**src/rtl/sram_bist_pkg.sv**
```systemverilog
// Shared encodings for the multi-channel SRAM BIST: pattern codes, FSM states and the
// LFSR polynomial used by the pseudo-random pattern.
package sram_bist_pkg;

    localparam logic [1:0] PAT_ADDR  = 2'd0;
    localparam logic [1:0] PAT_CHK   = 2'd1;
    localparam logic [1:0] PAT_CONST = 2'd2;
    localparam logic [1:0] PAT_LFSR  = 2'd3;

    // Right-shift Galois mask for x^32 + x^22 + x^2 + x + 1
    localparam logic [31:0] LFSR_POLY = 32'h8020_0003;

    typedef enum logic [2:0] {
        StIdle,
        StWrite,
        StSettle,
        StRead,
        StDrain,
        StDone
    } state_e;

    function automatic logic [31:0] lfsr_step(input logic [31:0] s);
        return (s >> 1) ^ (s[0] ? LFSR_POLY : 32'h0);
    endfunction

endpackage

```
**src/rtl/sram_bist_patgen.sv**
```systemverilog
// Data pattern generator, used once for write data and once for read-expected data.
// The LFSR pattern exists only when SRAM_BIST_LFSR_EN is defined; otherwise it aliases PAT_CONST.
module sram_bist_patgen
    import sram_bist_pkg::*;
#(
    parameter int unsigned ADDR_W = 18,
    parameter int unsigned DATA_W = 32
) (
    input  logic              clk,
    input  logic              rst,
    input  logic [1:0]        pattern_i,
    input  logic [DATA_W-1:0] seed_i,
    input  logic [ADDR_W-1:0] addr_i,
    input  logic              load_i,
    input  logic              step_i,
    output logic [DATA_W-1:0] data_o
);

    logic [DATA_W-1:0] seed_q, seed_d;
    logic [DATA_W-1:0] lfsr_data;

    always_comb begin
        seed_d = load_i ? seed_i : seed_q;
    end

    always_ff @(posedge clk) begin
        if (rst) begin
            seed_q <= '0;
        end else begin
            seed_q <= seed_d;
        end
    end

`ifdef SRAM_BIST_LFSR_EN
    logic [31:0] lfsr_q, lfsr_d;

    always_comb begin
        lfsr_d = lfsr_q;
        if (load_i) begin
            lfsr_d = 32'(seed_i);
            if (lfsr_d == '0) begin
                lfsr_d = 32'd1;
            end
        end else if (step_i) begin
            lfsr_d = lfsr_step(lfsr_q);
        end
    end

    always_ff @(posedge clk) begin
        if (rst) begin
            lfsr_q <= '0;
        end else begin
            lfsr_q <= lfsr_d;
        end
    end

    assign lfsr_data = DATA_W'(lfsr_q);
`else
    logic unused_step;
    assign unused_step = step_i;
    assign lfsr_data   = seed_q;
`endif

    always_comb begin
        unique case (pattern_i)
            PAT_ADDR:  data_o = DATA_W'(addr_i);
            PAT_CHK:   data_o = addr_i[0] ? ~seed_q : seed_q;
            PAT_CONST: data_o = seed_q;
            PAT_LFSR:  data_o = lfsr_data;
        endcase
    end

endmodule

```
**src/rtl/sram_bist.sv**
```systemverilog
// Multi-channel SRAM BIST: write a pattern over [addr_lo, addr_hi] on all channels in lockstep,
// switch to read mode, read back and compare. Build option: SRAM_BIST_LFSR_EN enables pattern 3.
module sram_bist
    import sram_bist_pkg::*;
#(
    parameter int unsigned NUM_CH     = 2,
    parameter int unsigned ADDR_W     = 18,
    parameter int unsigned DATA_W     = 32,
    parameter int unsigned RD_LAT     = 2,
    parameter int unsigned SETTLE_CYC = 4,
    parameter int unsigned ERR_W      = 16
) (
    input  logic                     clk,
    input  logic                     rst,
    input  logic                     start,
    input  logic [1:0]               pattern,
    input  logic [DATA_W-1:0]        seed,
    input  logic [ADDR_W-1:0]        addr_lo,
    input  logic [ADDR_W-1:0]        addr_hi,
    output logic                     busy,
    output logic                     done,
    output logic                     pass,
    output logic                     cfg_err,
    output logic [NUM_CH*ERR_W-1:0]  err_cnt,
    output logic [NUM_CH*ADDR_W-1:0] first_err_addr,
    output logic                     tx_mode,
    output logic [NUM_CH-1:0]        wr_valid,
    input  logic [NUM_CH-1:0]        wr_ready,
    output logic [ADDR_W-1:0]        wr_addr,
    output logic [DATA_W-1:0]        wr_data,
    output logic [ADDR_W-1:0]        rd_addr,
    input  logic [NUM_CH*DATA_W-1:0] rd_data
);

    state_e                          state_q, state_d;
    logic [1:0]                      pattern_q, pattern_d;
    logic [ADDR_W-1:0]               lo_q, lo_d, hi_q, hi_d, addr_q, addr_d;
    logic [NUM_CH-1:0]               acc_q, acc_d;
    logic [7:0]                      cnt_q, cnt_d;
    logic                            cfg_err_q, cfg_err_d;
    logic [RD_LAT-1:0]               pv_q, pv_d;
    logic [RD_LAT-1:0][ADDR_W-1:0]   pa_q, pa_d;
    logic [RD_LAT-1:0][DATA_W-1:0]   pe_q, pe_d;
    logic [NUM_CH-1:0][ERR_W-1:0]    err_q, err_d;
    logic [NUM_CH-1:0][ADDR_W-1:0]   first_q, first_d;
    logic                            start_ok, wr_step, rd_step, err_none;
    logic [DATA_W-1:0]               wr_pat, rd_pat;

    sram_bist_patgen #(
        .ADDR_W (ADDR_W),
        .DATA_W (DATA_W)
    ) u_wr_pat (
        .clk       (clk),
        .rst       (rst),
        .pattern_i (pattern_q),
        .seed_i    (seed),
        .addr_i    (addr_q),
        .load_i    (start_ok),
        .step_i    (wr_step),
        .data_o    (wr_pat)
    );

    sram_bist_patgen #(
        .ADDR_W (ADDR_W),
        .DATA_W (DATA_W)
    ) u_rd_pat (
        .clk       (clk),
        .rst       (rst),
        .pattern_i (pattern_q),
        .seed_i    (seed),
        .addr_i    (addr_q),
        .load_i    (start_ok),
        .step_i    (rd_step),
        .data_o    (rd_pat)
    );

    assign wr_valid = (state_q == StWrite) ? ~acc_q : '0;

    always_comb begin
        state_d   = state_q;
        pattern_d = pattern_q;
        lo_d      = lo_q;
        hi_d      = hi_q;
        addr_d    = addr_q;
        acc_d     = acc_q;
        cnt_d     = cnt_q;
        cfg_err_d = cfg_err_q;
        start_ok  = 1'b0;
        wr_step   = 1'b0;
        rd_step   = 1'b0;
        unique case (state_q)
            StIdle, StDone: begin
                if (start) begin
                    start_ok  = 1'b1;
                    pattern_d = pattern;
                    lo_d      = addr_lo;
                    hi_d      = addr_hi;
                    addr_d    = addr_lo;
                    acc_d     = '0;
                    cnt_d     = '0;
                    cfg_err_d = (addr_hi < addr_lo);
                    state_d   = (addr_hi < addr_lo) ? StDone : StWrite;
                end
            end
            StWrite: begin
                acc_d = acc_q | (wr_valid & wr_ready);
                if (&acc_d) begin
                    acc_d = '0;
                    if (addr_q == hi_q) begin
                        state_d = StSettle;
                        cnt_d   = '0;
                    end else begin
                        addr_d  = addr_q + ADDR_W'(1);
                        wr_step = 1'b1;
                    end
                end
            end
            StSettle: begin
                if (cnt_q == 8'(SETTLE_CYC - 1)) begin
                    state_d = StRead;
                    addr_d  = lo_q;
                end else begin
                    cnt_d = cnt_q + 8'd1;
                end
            end
            StRead: begin
                if (addr_q == hi_q) begin
                    state_d = StDrain;
                    cnt_d   = '0;
                end else begin
                    addr_d  = addr_q + ADDR_W'(1);
                    rd_step = 1'b1;
                end
            end
            StDrain: begin
                if (cnt_q == 8'(RD_LAT - 1)) begin
                    state_d = StDone;
                end else begin
                    cnt_d = cnt_q + 8'd1;
                end
            end
            default: state_d = StIdle;
        endcase
    end

    // Expected data travels alongside the read address so the compare lines up with rd_data.
    always_comb begin
        pv_d    = pv_q;
        pa_d    = pa_q;
        pe_d    = pe_q;
        pv_d[0] = (state_q == StRead);
        pa_d[0] = addr_q;
        pe_d[0] = rd_pat;
        for (int i = 1; i < RD_LAT; i++) begin
            pv_d[i] = pv_q[i-1];
            pa_d[i] = pa_q[i-1];
            pe_d[i] = pe_q[i-1];
        end
    end

    always_comb begin
        err_d   = err_q;
        first_d = first_q;
        if (start_ok) begin
            err_d   = '0;
            first_d = '0;
        end else if (pv_q[RD_LAT-1]) begin
            for (int c = 0; c < NUM_CH; c++) begin
                if (rd_data[c*DATA_W +: DATA_W] != pe_q[RD_LAT-1]) begin
                    if (err_q[c] == '0) begin
                        first_d[c] = pa_q[RD_LAT-1];
                    end
                    if (err_q[c] != '1) begin
                        err_d[c] = err_q[c] + ERR_W'(1);
                    end
                end
            end
        end
    end

    always_comb begin
        err_none = 1'b1;
        for (int c = 0; c < NUM_CH; c++) begin
            if (err_q[c] != '0) begin
                err_none = 1'b0;
            end
        end
    end

    always_ff @(posedge clk) begin
        if (rst) begin
            state_q   <= StIdle;
            pattern_q <= '0;
            lo_q      <= '0;
            hi_q      <= '0;
            addr_q    <= '0;
            acc_q     <= '0;
            cnt_q     <= '0;
            cfg_err_q <= 1'b0;
            pv_q      <= '0;
            pa_q      <= '0;
            pe_q      <= '0;
            err_q     <= '0;
            first_q   <= '0;
        end else begin
            state_q   <= state_d;
            pattern_q <= pattern_d;
            lo_q      <= lo_d;
            hi_q      <= hi_d;
            addr_q    <= addr_d;
            acc_q     <= acc_d;
            cnt_q     <= cnt_d;
            cfg_err_q <= cfg_err_d;
            pv_q      <= pv_d;
            pa_q      <= pa_d;
            pe_q      <= pe_d;
            err_q     <= err_d;
            first_q   <= first_d;
        end
    end

    assign busy           = (state_q == StWrite) || (state_q == StSettle) ||
                            (state_q == StRead) || (state_q == StDrain);
    assign tx_mode        = (state_q == StSettle) || (state_q == StRead) || (state_q == StDrain);
    assign done           = (state_q == StDone);
    assign pass           = done && !cfg_err_q && err_none;
    assign cfg_err        = cfg_err_q;
    assign err_cnt        = err_q;
    assign first_err_addr = first_q;
    assign wr_addr        = addr_q;
    assign rd_addr        = addr_q;
    assign wr_data        = wr_pat;

endmodule
```
**config.mk**
```make
export PLATFORM = sky130hd
export DESIGN_NAME = sram_bist
export DESIGN_NICKNAME = d
export VERILOG_FILES = /design/src/rtl/sram_bist_pkg.sv /design/src/rtl/sram_bist_patgen.sv /design/src/rtl/sram_bist.sv
export SDC_FILE = /design/constraint.sdc
export NUM_CORES = 1
export LEC_CHECK = 0
export ABC_CLOCK_PERIOD_IN_PS = 3250
export CORE_ASPECT_RATIO = 1.2
export CORE_MARGIN = 2
export CORE_UTILIZATION = 56
export CTS_CLUSTER_DIAMETER = 30
export CTS_CLUSTER_SIZE = 28
export DETAILED_ROUTE_END_ITERATION = 10
export PLACE_DENSITY = 0.86
export RECOVER_POWER = 100
export SKIP_LAST_GASP = 1
export SLEW_MARGIN = 5
export SYNTH_ARGS = -nofsm -noshare
export SYNTH_HDL_FRONTEND = slang
export SYNTH_HIERARCHICAL = 1
export SYNTH_SLANG_ARGS = --single-unit
```
**constraint.sdc**
```tcl
create_clock -name clk -period 3.25 [get_ports clk]
set_input_delay 0.65 -clock clk [delete_from_list [all_inputs] [get_ports clk]]
set_output_delay 0.65 -clock clk [all_outputs]
set_load 0.05 [all_outputs]
```
---- Word level (Yosys, flattened, before mapping) ----
Index checks and enable logic that the tools add are counted.
storage, ports and cells
  flip-flop bits (word level) ............. 272
  bits of input ports ..................... 139
  output and inout bits ................... 143
  word-level logic and storage cells ...... 109
cells by class
  $add $sub $neg .......................... 4
  magnitude comparators ................... 1
  eq/ne operators ......................... 23
  mux-type cells .......................... 29
  bitwise operators ....................... 4
  reductions and logical operators ........ 30
operators by type and width
  operator                                                         count
  32-bit case mux with 3 select lines                              1
  18-bit two-way mux                                               4
  18-bit case mux with 4 select lines                              1
  32-bit inequality test                                           2
  8-bit two-way mux                                                5
  8-bit case mux with 5 select lines                               1
  16-bit by 1-bit adder with 16-bit output, second input constant  2
  16-bit zero test                                                 2
  32-bit two-way mux                                               1
  16-bit inequality test, second input constant                    2
  32-bit NOT                                                       1
  16-bit nonzero test                                              2
  3-bit two-way mux                                                7
  18-bit by 1-bit adder with 18-bit output, second input constant  1
  18-bit == test                                                   1
  18-bit < comparator                                              1
  3-bit case mux with 5 select lines                               1
  3-bit AND reduction                                              4
  2-bit inequality test, second input constant                     5
  8-bit by 1-bit adder with 8-bit output, second input constant    1
  8-bit by 1-bit == test with 1-bit output, second input constant  1
  8-bit by 2-bit == test with 1-bit output, second input constant  1
  3-bit by 2-bit == test with 1-bit output, second input constant  2
  3-bit == test, second input constant                             2
  other kinds (23)                                                 40

---- Depth between registers and ports, before layout ----
  word-level depth ........................ 7
  mapped depth ............................ 9
  depth with buffers taken out ............ 8

---- Modules after synthesis ----
The synthesis kept the hierarchy.
by module, submodules not included
  module            instances  cells each  area an instance (µm²)  seq. area each (µm²)
  sram_bist         1          1,200       10,779.1                4,804.6
  sram_bist_patgen  2          168         1,635.3                 640.6

---- Worst setup path before layout ----
No wires, ideal clock.
  path type ............................... reg2out
  start ................................... register state_q[2]
  end ..................................... output port wr_valid[0]
  arrival time ............................ 2.106 ns
  required time ........................... 2.600 ns
  path slack .............................. 0.494 ns
  stages on the path, launching flop included .. 6
  buffers on the path ..................... 3
  path through ............................ dfxtp_1 > clkbuf_1 > nand2b_1 > clkbuf_1 > buf_1 > nor3_1
between the ends
  cells in the longest elaborated chain, start to end .. 2
ends and longest elaborated chain
  what                                      RTL line          source
  start, declared                           sram_bist.sv:35   state_e state_q, state_d;
  start signal, assigned                    sram_bist.sv:192  state_q <= StIdle;
  start signal, assigned                    sram_bist.sv:206  state_q <= state_d;
  3-bit by 1-bit == test with 1-bit output  sram_bist.sv:77   assign wr_valid = (state_q == StWrite) ? ~acc_q : '0;
  2-bit two-way mux                         sram_bist.sv:77
  end, declared                             sram_bist.sv:27   output logic [NUM_CH-1:0] wr_valid,
No other way between the ends.

---- Worst setup path after layout ----
  start ................................... register state_q[0]
  end ..................................... register u_wr_pat.seed_q[1] (netlist: u_wr_pat/lfsr_data[1])
between the ends
  cells in the longest elaborated chain, start to end .. 3
  elaborated cells on any way between the ends .. 4
  classes of those cells .................. 1 x eq/ne; 1 x mux; 2 x reduce/logical
ends and longest elaborated chain
  what                                                     RTL line                source
  3-bit == test / 3-bit zero test (equally long branches)  sram_bist.sv:91         unique case (state_q)
  2-bit OR reduction (*)                                   sram_bist.sv:91
  1-bit two-way mux (*)                                    sram_bist.sv:91
  end signal, assigned                                     sram_bist_patgen.sv:28  seed_q <= '0;
  end signal, assigned                                     sram_bist_patgen.sv:30  seed_q <= seed_d;
  end, declared                                            sram_bist_patgen.sv:19  logic [DATA_W-1:0] seed_q, seed_d;
Mark *: on every way between the ends. The rest lies on a longest branch, timed or not.
A chain may end at the register's enable or synchronous reset.

==> impl_results.md <==
* Sum of negative setup slack at 0 ps
* Diodes inserted at 0
* Startpoint kind of the worst setup timing path: flop
* Total global routing overflow at 0
* Final #Nets at 1939
* Global-route wire length before repair at approximately 63000 µm
* Antenna violations before repair at 0
* Source-to-sink clock delay at the later pin of the worst-skew pair at ~530 ps
* Buffer and inverter count on the worst path at 3
* Core region area at between 0.02 and 0.025 mm²
* Class of the most critical setup path: reg2reg
* Row cnt at 63
* DRT Wirelength at 40700 µm
* Crit path largest cell delay at around 600 ps
* Port buffer count at roughly 280
* Largest net degree at the start of global routing at 119
* Syn_nets at 1696
* First-iteration detailed-routing DRC count at ~1100
* Starting utilization of the core area at ~57%
* Maximum buffer depth of the clock tree at 3
* Violations in the final reports: capacitance limit, slew limit
* Global Route Usage Sum at just under 30%
* Global placer's final weighted congestion at 0.885
* Crit path DAT at 3510 ps
* Core utilization of the finished layout at 74.7%
* Post-synthesis average cell area at 9.16 µm²
* Cells along the critical path: clkbuf_1 -> nand2b_1 -> nand4_1 -> inv_2 -> clkbuf_2 -> mux2i_1 -> nor2_1
* Count of warnings emitted by yosys at 6
* Average wire per standard cell at roughly 19 µm
* Post-synthesis to final-layout area growth at 31.3%
* Total via count in the routed design at ~13000
* PostCTS Resize Cnt at 0
* Worst rel slew slack at -3.60%
* Number of global-route vias before repair at 11900
* HPWL reported at the end of detailed placement at 28400 µm
* Number of standard cells after synthesis at approximately 1500
* Number of post-CTS setup repair buffers at 0
* Final Hold Violating Endpoints at 0
* Setup repair after global routing missed its margin: no
* Largest driver fanout on the critical path at 20
* Number of hold-repair buffers added at the cts stage at 0
* Result of the run: finished with violations
* Die width at 149 µm
* Data required time of the worst path at 3610 ps
* Setup violators final at 0
* Num Clock Sinks at 304
* Number of buffers inserted during clock tree synthesis at 47
* Static Leak at between 7 and 8 nW
* Commonest non-fill, non-tap cells in the layout: 303 x dfxtp_1, 149 x nor2_1, 139 x clkdlybuf4s50_1
* Post-route antenna net violation count at 0
* Fin crit share at 97.0%
* Design area at 0.0184 mm²
* Clock-pin slew reported for the worst setup and hold paths after clock tree synthesis at 60 ps
* Cell total after placement at ~2100
* Number of primary I/O pins at 282
* Clock Skews at 18.0 ps
* DIE HEIGHT at 177 µm
* Most frequent standard cell in the layout excluding fill and tap cells: dfxtp_1
* Maximum vdd drop at 0.684 mV
* Share of post-route cells with drive strength above 1 at 10.8%
* # H-tree levels at 2
* Post-layout minimum cycle time at 3150 ps
* Worst hold path type: reg2reg
* Die ar. at 0.0264 mm²
* Power per unit of standard cell area at 835 mW/mm²
* CTS root buf: clkbuf_16
* Cell family with the largest share of critical-path delay: buffers and inverters
* CP max-delay cell: clkbuf_2
* DR pass1 iterations at 9
* Max-cap violation count at 1
* Worst Max-Slew Pin Slew at 1550 ps
* Capturing element type of the critical path: flop
* Netlist area before placement at 0.0140 mm²
* Drc violations at 0
* Via count normalized by instance count at 5.87
* Cell Count, Final, Fillers Out at between 2000 and 2500
* Fmax at 317 MHz
* Final Max Slew Viols at 77
* Standard cell area after detailed placement at 0.0170 mm²
* CTS tree: built
==> metal layers <==
layer	track usage, %	vias up	wire length (µm)
met1	38.0	5858	16200
li1	-	5842	-
met3	5.63	127	3760
met5	0	-	0
met4	12.1	0	1610
met2	49.1	730	19100
==> final cells by class <==
cell class	count	area [µm²]
clock inverters	35	355
fillers	1737	6240
clock buffers	52	1250
multi-input cells	1064	7040
repair buffers	324	3160
well taps	325	407
inverters	35	131
flip-flops and latches	304	6090
==> worst paths after layout <==
| check | from | to | slack (ps) | cells after the start |
|---|---|---|---|---|
| min | pa_d[27] | pa_q[27] | 430 | 1 |
| max reg2reg | state_q[0] | u_wr_pat/lfsr_data[1] | 100 | 7 |
| max | state_q[0] | u_wr_pat/lfsr_data[1] | 100 | 7 |
| min reg2reg | pa_d[27] | pa_q[27] | 430 | 1 |
==> metrics by stage <==
step / setup slack [ps] / total power, mW / hold WS, ps
after detailed placement: 262 / 10.6 / 422
after global placement: 260 / 10.5 / 419
after floorplan: 508 / 8.89 / 414
after CTS: 19.5 / 15.6 / 426
final: 97.5 / 15.4 / 426
after global routing: 12.6 / 16.0 / 451
==> report_power, final <==
group          total, mW  internal, mW  leakage [nW]  switching (mW)
Clock               4.96          3.03         0.786            1.93
Combinational       5.52          1.99          4.73            3.53
Sequential          4.92          4.30          2.47           0.623
Total               15.4          9.31          7.98            6.08
==> sequential cells by signal, indices dropped and copies added (netlist names) <==
register and count:
cfg_err 1, pa_q 18, pa_d 18, pattern_q 2, pe_q 32, hi_q 18, state_q 3, err_cnt 32
u_rd_pat/lfsr_data 32, lo_q 18, rd_addr 18, first_err_addr 36, pe_d 32, cnt_q 8, u_wr_pat/lfsr_data 32, acc_q 2
pv_q 2
(Power assumes the default switching activity.)
